**src/rtl/gpu_mem_pkg.sv**
```systemverilog
// Shared memory-path types: arbiter FSM states, latched request payload and
// the default bus widths used by memory_controller and cache_hierarchy.
package gpu_mem_pkg;

  localparam int unsigned MEM_ADDR_W = 32;
  localparam int unsigned MEM_DATA_W = 256;

  typedef enum logic [1:0] {
    IDLE  = 2'd0,
    ISSUE = 2'd1,
    RESP  = 2'd2
  } arb_state_e;

  typedef struct packed {
    logic                  we;
    logic [MEM_ADDR_W-1:0] addr;
    logic [MEM_DATA_W-1:0] wdata;
  } mem_req_t;

endpackage

```
**src/rtl/mem_port_arbiter_if.sv**
```systemverilog
// Requester-side and controller-side signals of mem_port_arbiter.
// The arbiter takes the slave modport; the environment takes master.
interface mem_port_arbiter_if #(
  parameter int unsigned NUM_REQ = 4,
  parameter int unsigned ADDR_W  = gpu_mem_pkg::MEM_ADDR_W,
  parameter int unsigned DATA_W  = gpu_mem_pkg::MEM_DATA_W
);

  logic [NUM_REQ-1:0]        req_en;
  logic [NUM_REQ-1:0]        req_valid;
  logic [NUM_REQ-1:0]        req_we;
  logic [NUM_REQ*ADDR_W-1:0] req_addr;
  logic [NUM_REQ*DATA_W-1:0] req_wdata;
  logic [NUM_REQ-1:0]        req_ready;
  logic [NUM_REQ-1:0]        resp_valid;
  logic [DATA_W-1:0]         resp_rdata;
  logic                      resp_err;
  logic [ADDR_W-1:0]         int_addr;
  logic                      int_read;
  logic                      int_write;
  logic [DATA_W-1:0]         int_wdata;
  logic [DATA_W-1:0]         int_rdata;
  logic                      int_ready;
  logic                      busy;
  logic                      timeout_sticky;

  modport slave (
    input  req_en, req_valid, req_we, req_addr, req_wdata, int_rdata, int_ready,
    output req_ready, resp_valid, resp_rdata, resp_err,
           int_addr, int_read, int_write, int_wdata, busy, timeout_sticky
  );

  modport master (
    output req_en, req_valid, req_we, req_addr, req_wdata, int_rdata, int_ready,
    input  req_ready, resp_valid, resp_rdata, resp_err,
           int_addr, int_read, int_write, int_wdata, busy, timeout_sticky
  );

endinterface

```
**src/rtl/rr_pick.sv**
```systemverilog
// Combinational round-robin selector: first set bit of req_i at or above
// start_i, wrapping to the lowest set bit; one-hot result plus found flag.
module rr_pick #(
  parameter int unsigned N     = 4,
  parameter int unsigned PTR_W = $clog2(N)
) (
  input  logic [N-1:0]     req_i,
  input  logic [PTR_W-1:0] start_i,
  output logic [N-1:0]     gnt_o,
  output logic             found_o
);

  logic [N-1:0] upper_c;
  logic [N-1:0] pool_c;

  always_comb begin
    upper_c = '0;
    for (int i = 0; i < int'(N); i++) begin
      upper_c[i] = req_i[i] && (i >= int'(start_i));
    end
    pool_c = (|upper_c) ? upper_c : req_i;
    gnt_o  = '0;
    // Descending scan so the lowest set bit of the pool wins.
    for (int i = int'(N) - 1; i >= 0; i--) begin
      if (pool_c[i]) begin
        gnt_o    = '0;
        gnt_o[i] = 1'b1;
      end
    end
  end

  assign found_o = |req_i;

endmodule

```
**src/rtl/mem_port_arbiter.sv**
```systemverilog
// Arbitrates NUM_REQ requesters onto the single memory_controller port:
// priority requester 0 with a starvation guard, round-robin for the rest.
module mem_port_arbiter
  import gpu_mem_pkg::*;
#(
  parameter int unsigned NUM_REQ = 4,
  parameter int unsigned ADDR_W  = MEM_ADDR_W,
  parameter int unsigned DATA_W  = MEM_DATA_W,
  parameter int unsigned HP_MAX  = 4,
  parameter int unsigned TIMEOUT = 255
) (
  input  logic              clk_2GHz,
  input  logic              rst_n,
  mem_port_arbiter_if.slave bus
);

  localparam int unsigned IDX_W = $clog2(NUM_REQ);
  localparam int unsigned HP_W  = $clog2(HP_MAX + 1);
  localparam int unsigned WD_W  = 16;

  localparam logic [WD_W-1:0]  WD_LAST  = WD_W'(TIMEOUT - 1);
  localparam logic [HP_W-1:0]  HP_SAT   = HP_W'(HP_MAX);
  localparam logic [IDX_W-1:0] PTR_RST  = IDX_W'(1);
  localparam logic [IDX_W-1:0] PTR_LAST = IDX_W'(NUM_REQ - 1);

  arb_state_e        state_q, state_d;
  mem_req_t          req_q, req_d;
  logic [IDX_W-1:0]  win_q, win_d;
  logic [IDX_W-1:0]  rr_ptr_q, rr_ptr_d;
  logic [HP_W-1:0]   hp_streak_q, hp_streak_d;
  logic [WD_W-1:0]   wd_cnt_q, wd_cnt_d;
  logic [DATA_W-1:0] rdata_q, rdata_d;
  logic              err_q, err_d;
  logic              sticky_q, sticky_d;

  logic [NUM_REQ-1:0] elig_c, rr_req_c, rr_gnt_c, gnt_c, resp_valid_c;
  logic               rr_found_c, take_hp_c;
  logic [IDX_W-1:0]   rr_idx_c;

  assign elig_c    = bus.req_valid & bus.req_en;
  assign rr_req_c  = {elig_c[NUM_REQ-1:1], 1'b0};
  assign take_hp_c = elig_c[0] && !((hp_streak_q == HP_SAT) && (|rr_req_c));

  rr_pick #(
    .N     (NUM_REQ),
    .PTR_W (IDX_W)
  ) u_rr_pick (
    .req_i   (rr_req_c),
    .start_i (rr_ptr_q),
    .gnt_o   (rr_gnt_c),
    .found_o (rr_found_c)
  );

  // One-hot round-robin grant to index.
  always_comb begin
    rr_idx_c = '0;
    for (int i = 0; i < int'(NUM_REQ); i++) begin
      if (rr_gnt_c[i]) rr_idx_c = IDX_W'(i);
    end
  end

  always_ff @(posedge clk_2GHz or negedge rst_n) begin
    if (!rst_n) begin
      state_q     <= IDLE;
      req_q       <= '0;
      win_q       <= '0;
      rr_ptr_q    <= PTR_RST;
      hp_streak_q <= '0;
      wd_cnt_q    <= '0;
      rdata_q     <= '0;
      err_q       <= 1'b0;
      sticky_q    <= 1'b0;
    end else begin
      state_q     <= state_d;
      req_q       <= req_d;
      win_q       <= win_d;
      rr_ptr_q    <= rr_ptr_d;
      hp_streak_q <= hp_streak_d;
      wd_cnt_q    <= wd_cnt_d;
      rdata_q     <= rdata_d;
      err_q       <= err_d;
      sticky_q    <= sticky_d;
    end
  end

  always_comb begin
    state_d     = state_q;
    req_d       = req_q;
    win_d       = win_q;
    rr_ptr_d    = rr_ptr_q;
    hp_streak_d = hp_streak_q;
    wd_cnt_d    = wd_cnt_q;
    rdata_d     = rdata_q;
    err_d       = err_q;
    sticky_d    = sticky_q;
    gnt_c       = '0;
    unique case (state_q)
      IDLE: begin
        // Acceptance is combinational; rst_n keeps req_ready low during reset.
        if (rst_n && (take_hp_c || rr_found_c)) begin
          if (take_hp_c) begin
            gnt_c = NUM_REQ'(1);
            win_d = '0;
            if (hp_streak_q != HP_SAT) hp_streak_d = hp_streak_q + HP_W'(1);
          end else begin
            gnt_c       = rr_gnt_c;
            win_d       = rr_idx_c;
            hp_streak_d = '0;
            rr_ptr_d    = (rr_idx_c == PTR_LAST) ? PTR_RST : rr_idx_c + IDX_W'(1);
          end
          for (int i = 0; i < int'(NUM_REQ); i++) begin
            if (gnt_c[i]) begin
              req_d.we    = bus.req_we[i];
              req_d.addr  = MEM_ADDR_W'(bus.req_addr[i*ADDR_W +: ADDR_W]);
              req_d.wdata = MEM_DATA_W'(bus.req_wdata[i*DATA_W +: DATA_W]);
            end
          end
          wd_cnt_d = '0;
          state_d  = ISSUE;
        end
      end
      ISSUE: begin
        wd_cnt_d = wd_cnt_q + WD_W'(1);
        if (bus.int_ready) begin
          rdata_d = bus.int_rdata;
          err_d   = 1'b0;
          state_d = RESP;
        end else if (wd_cnt_q == WD_LAST) begin
          rdata_d  = '0;
          err_d    = 1'b1;
          sticky_d = 1'b1;
          state_d  = RESP;
        end
      end
      RESP:    state_d = IDLE;
      default: state_d = IDLE;
    endcase
  end

  always_comb begin
    resp_valid_c = '0;
    for (int i = 0; i < int'(NUM_REQ); i++) begin
      resp_valid_c[i] = (state_q == RESP) && (win_q == IDX_W'(i));
    end
  end

  assign bus.req_ready      = gnt_c;
  assign bus.resp_valid     = resp_valid_c;
  assign bus.resp_rdata     = rdata_q;
  assign bus.resp_err       = (state_q == RESP) && err_q;
  assign bus.int_addr       = ADDR_W'(req_q.addr);
  assign bus.int_wdata      = DATA_W'(req_q.wdata);
  assign bus.int_read       = (state_q == ISSUE) && !req_q.we;
  assign bus.int_write      = (state_q == ISSUE) && req_q.we;
  assign bus.busy           = (state_q != IDLE);
  assign bus.timeout_sticky = sticky_q;

endmodule

```
**src/flat_wrapper.sv**
```systemverilog
// flat-port wrapper written by rule: the top's interface ports become plain ports
module mem_port_arbiter_flat import gpu_mem_pkg::*;
#(
  parameter int unsigned NUM_REQ = 4,
  parameter int unsigned ADDR_W  = MEM_ADDR_W,
  parameter int unsigned DATA_W  = MEM_DATA_W,
  parameter int unsigned HP_MAX  = 4,
  parameter int unsigned TIMEOUT = 255
)
  (clk_2GHz, rst_n, bus_req_en, bus_req_valid, bus_req_we, bus_req_addr, bus_req_wdata, bus_int_rdata, bus_int_ready, bus_req_ready, bus_resp_valid, bus_resp_rdata, bus_resp_err, bus_int_addr, bus_int_read, bus_int_write, bus_int_wdata, bus_busy, bus_timeout_sticky);
  mem_port_arbiter_if #(.NUM_REQ(NUM_REQ), .ADDR_W(ADDR_W), .DATA_W(DATA_W)) bus_i ();
  input  logic clk_2GHz;
  input  logic rst_n;
  input wire logic [$bits(bus_i.req_en)-1:0] bus_req_en;
  input wire logic [$bits(bus_i.req_valid)-1:0] bus_req_valid;
  input wire logic [$bits(bus_i.req_we)-1:0] bus_req_we;
  input wire logic [$bits(bus_i.req_addr)-1:0] bus_req_addr;
  input wire logic [$bits(bus_i.req_wdata)-1:0] bus_req_wdata;
  input wire logic [$bits(bus_i.int_rdata)-1:0] bus_int_rdata;
  input wire logic [$bits(bus_i.int_ready)-1:0] bus_int_ready;
  output wire logic [$bits(bus_i.req_ready)-1:0] bus_req_ready;
  output wire logic [$bits(bus_i.resp_valid)-1:0] bus_resp_valid;
  output wire logic [$bits(bus_i.resp_rdata)-1:0] bus_resp_rdata;
  output wire logic [$bits(bus_i.resp_err)-1:0] bus_resp_err;
  output wire logic [$bits(bus_i.int_addr)-1:0] bus_int_addr;
  output wire logic [$bits(bus_i.int_read)-1:0] bus_int_read;
  output wire logic [$bits(bus_i.int_write)-1:0] bus_int_write;
  output wire logic [$bits(bus_i.int_wdata)-1:0] bus_int_wdata;
  output wire logic [$bits(bus_i.busy)-1:0] bus_busy;
  output wire logic [$bits(bus_i.timeout_sticky)-1:0] bus_timeout_sticky;
  assign bus_i.req_en = bus_req_en;
  assign bus_i.req_valid = bus_req_valid;
  assign bus_i.req_we = bus_req_we;
  assign bus_i.req_addr = bus_req_addr;
  assign bus_i.req_wdata = bus_req_wdata;
  assign bus_i.int_rdata = bus_int_rdata;
  assign bus_i.int_ready = bus_int_ready;
  assign bus_req_ready = bus_i.req_ready;
  assign bus_resp_valid = bus_i.resp_valid;
  assign bus_resp_rdata = bus_i.resp_rdata;
  assign bus_resp_err = bus_i.resp_err;
  assign bus_int_addr = bus_i.int_addr;
  assign bus_int_read = bus_i.int_read;
  assign bus_int_write = bus_i.int_write;
  assign bus_int_wdata = bus_i.int_wdata;
  assign bus_busy = bus_i.busy;
  assign bus_timeout_sticky = bus_i.timeout_sticky;
  mem_port_arbiter #(.NUM_REQ(NUM_REQ), .ADDR_W(ADDR_W), .DATA_W(DATA_W), .HP_MAX(HP_MAX), .TIMEOUT(TIMEOUT)) u_core (.clk_2GHz(clk_2GHz), .rst_n(rst_n), .bus(bus_i));
endmodule
```
**config.mk**
```make
export PLATFORM = sky130hd
export DESIGN_NAME = mem_port_arbiter_flat
export DESIGN_NICKNAME = d
export VERILOG_FILES = /design/src/rtl/gpu_mem_pkg.sv /design/src/rtl/mem_port_arbiter_if.sv /design/src/rtl/rr_pick.sv /design/src/rtl/mem_port_arbiter.sv /design/src/flat_wrapper.sv
export SDC_FILE = /design/constraint.sdc
export NUM_CORES = 1
export LEC_CHECK = 0
export CAP_MARGIN = 20
export CORE_AREA = 3 3 768 770
export CTS_BUF_LIST = sky130_fd_sc_hd__clkbuf_8
export DETAILED_ROUTE_END_ITERATION = 6
export DIE_AREA = 0 0 771 773
export GPL_TIMING_DRIVEN = 0
export SLEW_MARGIN = 20
export SYNTH_ARGS = -nofsm -noshare
export SYNTH_HDL_FRONTEND = slang
export SYNTH_SLANG_ARGS = --single-unit
```
**constraint.sdc**
```tcl
create_clock -name clk_2GHz -period 1.85 [get_ports clk_2GHz]
set_input_delay 0.185 -clock clk_2GHz [delete_from_list [all_inputs] [get_ports clk_2GHz]]
set_output_delay 0.185 -clock clk_2GHz [all_outputs]
set_load 0.05 [all_outputs]
```
==> results.toml <==
[logic_synthesis]
ys_seq_area_share_pct = 49.4
yosysTopAreaCellShare_pct = 49.3
synth_cell_types = 43
yosys.area.top_type = "dfrtp_1"
syn_inst = 2637
synthArstFlopShare_pct = 100
synth_edf_count = 0
yosysMostFrequentCell = "dfrtp_1"
syn_avg_cell_area_um2 = 11.0
synth_commonest_cells = "dfrtp_1 (571), nand2_1 (306), o211ai_1 (292)"
synth_area_leaders = "dfrtp_1 (49%), mux2i_1 (10%), a22o_1 (7.7%)"
synthFlopType = "dfrtp_1"
syn-cell-area_mm2 = 0.0290
syn_nets = 4065
yosysWarnings = 0
ys_seq_elements = 572

[clock_tree]
clockBufferDepth = 4
clock-sinks = 572
cts-buffers-inserted = 142
clock-root-buffer = "clkbuf_8"
clkLatencyLatePin_ns = 0.96
htree_num_levels = 4
cts_tree = "yes"
clk_pin_slew_ns = 0.05

[routing]
drc = 0
viasPerCell = 3.01
top_layer = "met5"
via_count = 43645
first_pass_iters = 5
routed_wl_mm = 514
ant_nets = 0
drtIter0Drc = 4010
wl_per_cell_um = 35.5
drt-met1-wl_mm = 208
dr_wl_met2_mm = 200
wl_met3_mm = 69.0

[global_route]
grt_start_max_net_pins = 82
track_usage_pct = 16.3
grt_overflow = 0
antenna_found_initial = 512
grt_pass1_vias = 43048
grt_pass1_wl_mm = 600

[floorplan]
core_region_area_mm2 = 0.584
die_w_um = 771
start_util_pct = 4.96
fp-row-count = 281
dieHeight_um = 773
ios = 1980
die_area_mm2 = 0.596

[status]
status = "finished with violations"
violations = "negative setup slack"

[sta]
slew_headroom_pct = 25.8
hold_viol = 0
timing.final.ws_setup_ns = -1.22
fmax_ghz = 0.326
finalCriticalPeriod_ns = 3.07
rsz0062_at_grt = "yes"
fin_skew_ns = 0.0891
max_slew.worst_pin.slew_ns = 1.11
final_max_slew_viol_count = 0
finalCritPeriodShare_pct = 166
setup_viol_count_final = 660

[setup_path]
worstPathArrival_ns = 3.85
crit_path_end = "u_core.bus.int_wdata[31]$_DFFE_PN0P_"
worst_r2r_startpoint = "u_core.hp_streak_q[1]$_DFFE_PN0P_"
worst-r2r-cell-count = 11
cp_max_fo = 10
critPathCaptureType = "register"
startpoint_type = "register"
reg2reg_slack_ns = -1.22
startpoint = "u_core.hp_streak_q[1]$_DFFE_PN0P_"
r2r-end = "u_core.bus.int_wdata[31]$_DFFE_PN0P_"
cp.required_ns = 2.63
worstSetupPathType = "reg2reg"

[finish]
area_growth_syn_to_layout_pct = 195
drive_gt1_share_pct = 27.0
fillers = 65529
final_nets = 7771
final_area_mm2 = 0.0856
final_util_pct = 14.7
layout.cells.non_filler = 14480

[power]
p_total_uw = 119000
power_density_mw_per_mm2 = 1390
leakagePower_uw = 0.0339
ir_drop_mv = 1.29

[place]
placedCellCount = 12422
hpwl_mm = 441
pre_cts_ws_ns = -3.25
place_area_mm2 = 0.0592
place_congestion = 1.08
numPortBuffers = 1979

[min_path]
whs_path_depth = 3
min_path_type = "in2reg"

[flow_run]
drv_cap = 0
-- flip-flops by register name, indices dropped and copies added, names as in the netlist --
name,count
u_core.hp_streak_q,3
u_core.state_q,2
u_core.bus.int_wdata,256
u_core.win_q,2
u_core.bus.resp_rdata,256
u_core.wd_cnt_q,16
u_core.bus.int_addr,32
u_core.rr_ptr_q,2
u_core.bus.timeout_sticky,1
u_core.err_q,1
u_core.req_q,1
-- stage by stage --
stage / hold slack, ns / TNS [ns]
after floorplan: -0.111 / -6.45
after global placement: 0.452 / -
after detailed placement: 0.119 / -1115.96
after CTS: -0.943 / -835.63
after global routing: -0.00445 / -420.49
final: 0.0990 / -335.95
-- timing repair --
action | CTS | global route
hold endpoints to repair | 803 | 150
pin swaps | 79 | 81
buffers inserted | 84 | 224
cloned | 18 | 18
setup endpoints to repair | 1113 | 1196
hold buffers | 1314 | 26
gates resized for setup | 632 | 4194
-- placed cells by master, fill, tap and decap left out, drive strengths merged, types with 4 or more instances in the layout --
| cell | count |
|---|---|
| a21oi | 11 |
| a22o | 256 |
| a22oi | 289 |
| and2 | 6 |
| and3 | 5 |
| buf | 1200 |
| bufinv | 9 |
| clkbuf | 281 |
| clkdlybuf4s50 | 1425 |
| clkinv | 24 |
| dfrtp | 571 |
| diode | 256 |
| dlygate4sd3 | 1326 |
| ha | 5 |
| inv | 46 |
| mux2i | 289 |
| nand2 | 307 |
| nand3 | 17 |
| nand4 | 7 |
| nor2 | 14 |
| nor3 | 5 |
| o211ai | 292 |
| o21ai | 23 |
| o31ai | 4 |
-- area by class of cell --
type,instances,area (µm²),area share (%)
Timing Repair Buffer,3675,40900,47.8
Sequential cell,572,14400,16.8
Multi-Input combinational cell,1552,12700,14.8
Tap cell,7782,9740,11.4
Buffer,394,4230,4.94
Clock buffer,167,2300,2.68
Clock inverter,76,644,0.752
Antenna cell,256,641,0.748
Inverter,6,22.5,0.0263
-- kinds of logic after synthesis --
group	after synthesis	synth area share, %
compound gates	881	23.7
flops	572	49.4
buf+inv	513	11.4
simple gates	376	5.35
mux	289	9.98
fa+ha+maj	5	0.216
xor+xnor	1	0.0302
-- worst min-delay path by stage --
stage                                          startpoint                                    end
finish                                 bus_req_wdata[699]  u_core.bus.int_wdata[187]$_DFFE_PN0P_
global route                           bus_req_wdata[459]  u_core.bus.int_wdata[203]$_DFFE_PN0P_
CTS                                                 rst_n    u_core.bus.int_addr[31]$_DFFE_PN0P_
detailed placement                                  rst_n  u_core.bus.resp_rdata[41]$_DFFE_PN0P_
global placement    u_core.bus.timeout_sticky$_DFFE_PN0P_  u_core.bus.timeout_sticky$_DFFE_PN0P_
floorplan                                           rst_n     u_core.bus.int_addr[0]$_DFFE_PN0P_
-- critical path, stage by stage (launching register included) --
cell and delay, ns:
dfrtp_1 0.38, inv_1 0.06, ha_2 0.17, and2_4 0.18, o21ai_4 0.07, nor3_4 0.27, buf_4 0.51, clkbuf_2 0.41
a22oi_2 0.14, buf_6 0.19, o211ai_1 0.13, buf_4 0.26
-- routing by layer --
layer	vias to the layer above	global-route usage, %
met5	-	0.225
met4	214	8.71
li1	17437	-
met1	21416	20.2
met3	1155	8.29
met2	3423	22.6
-- where the power goes --
group          internal, µW  switching [µW]  leakage [µW]
logic                 32200           43800        0.0252
clock network          9510            8360       0.00165
registers             18300            6840       0.00699
(Power assumes the default switching activity.)
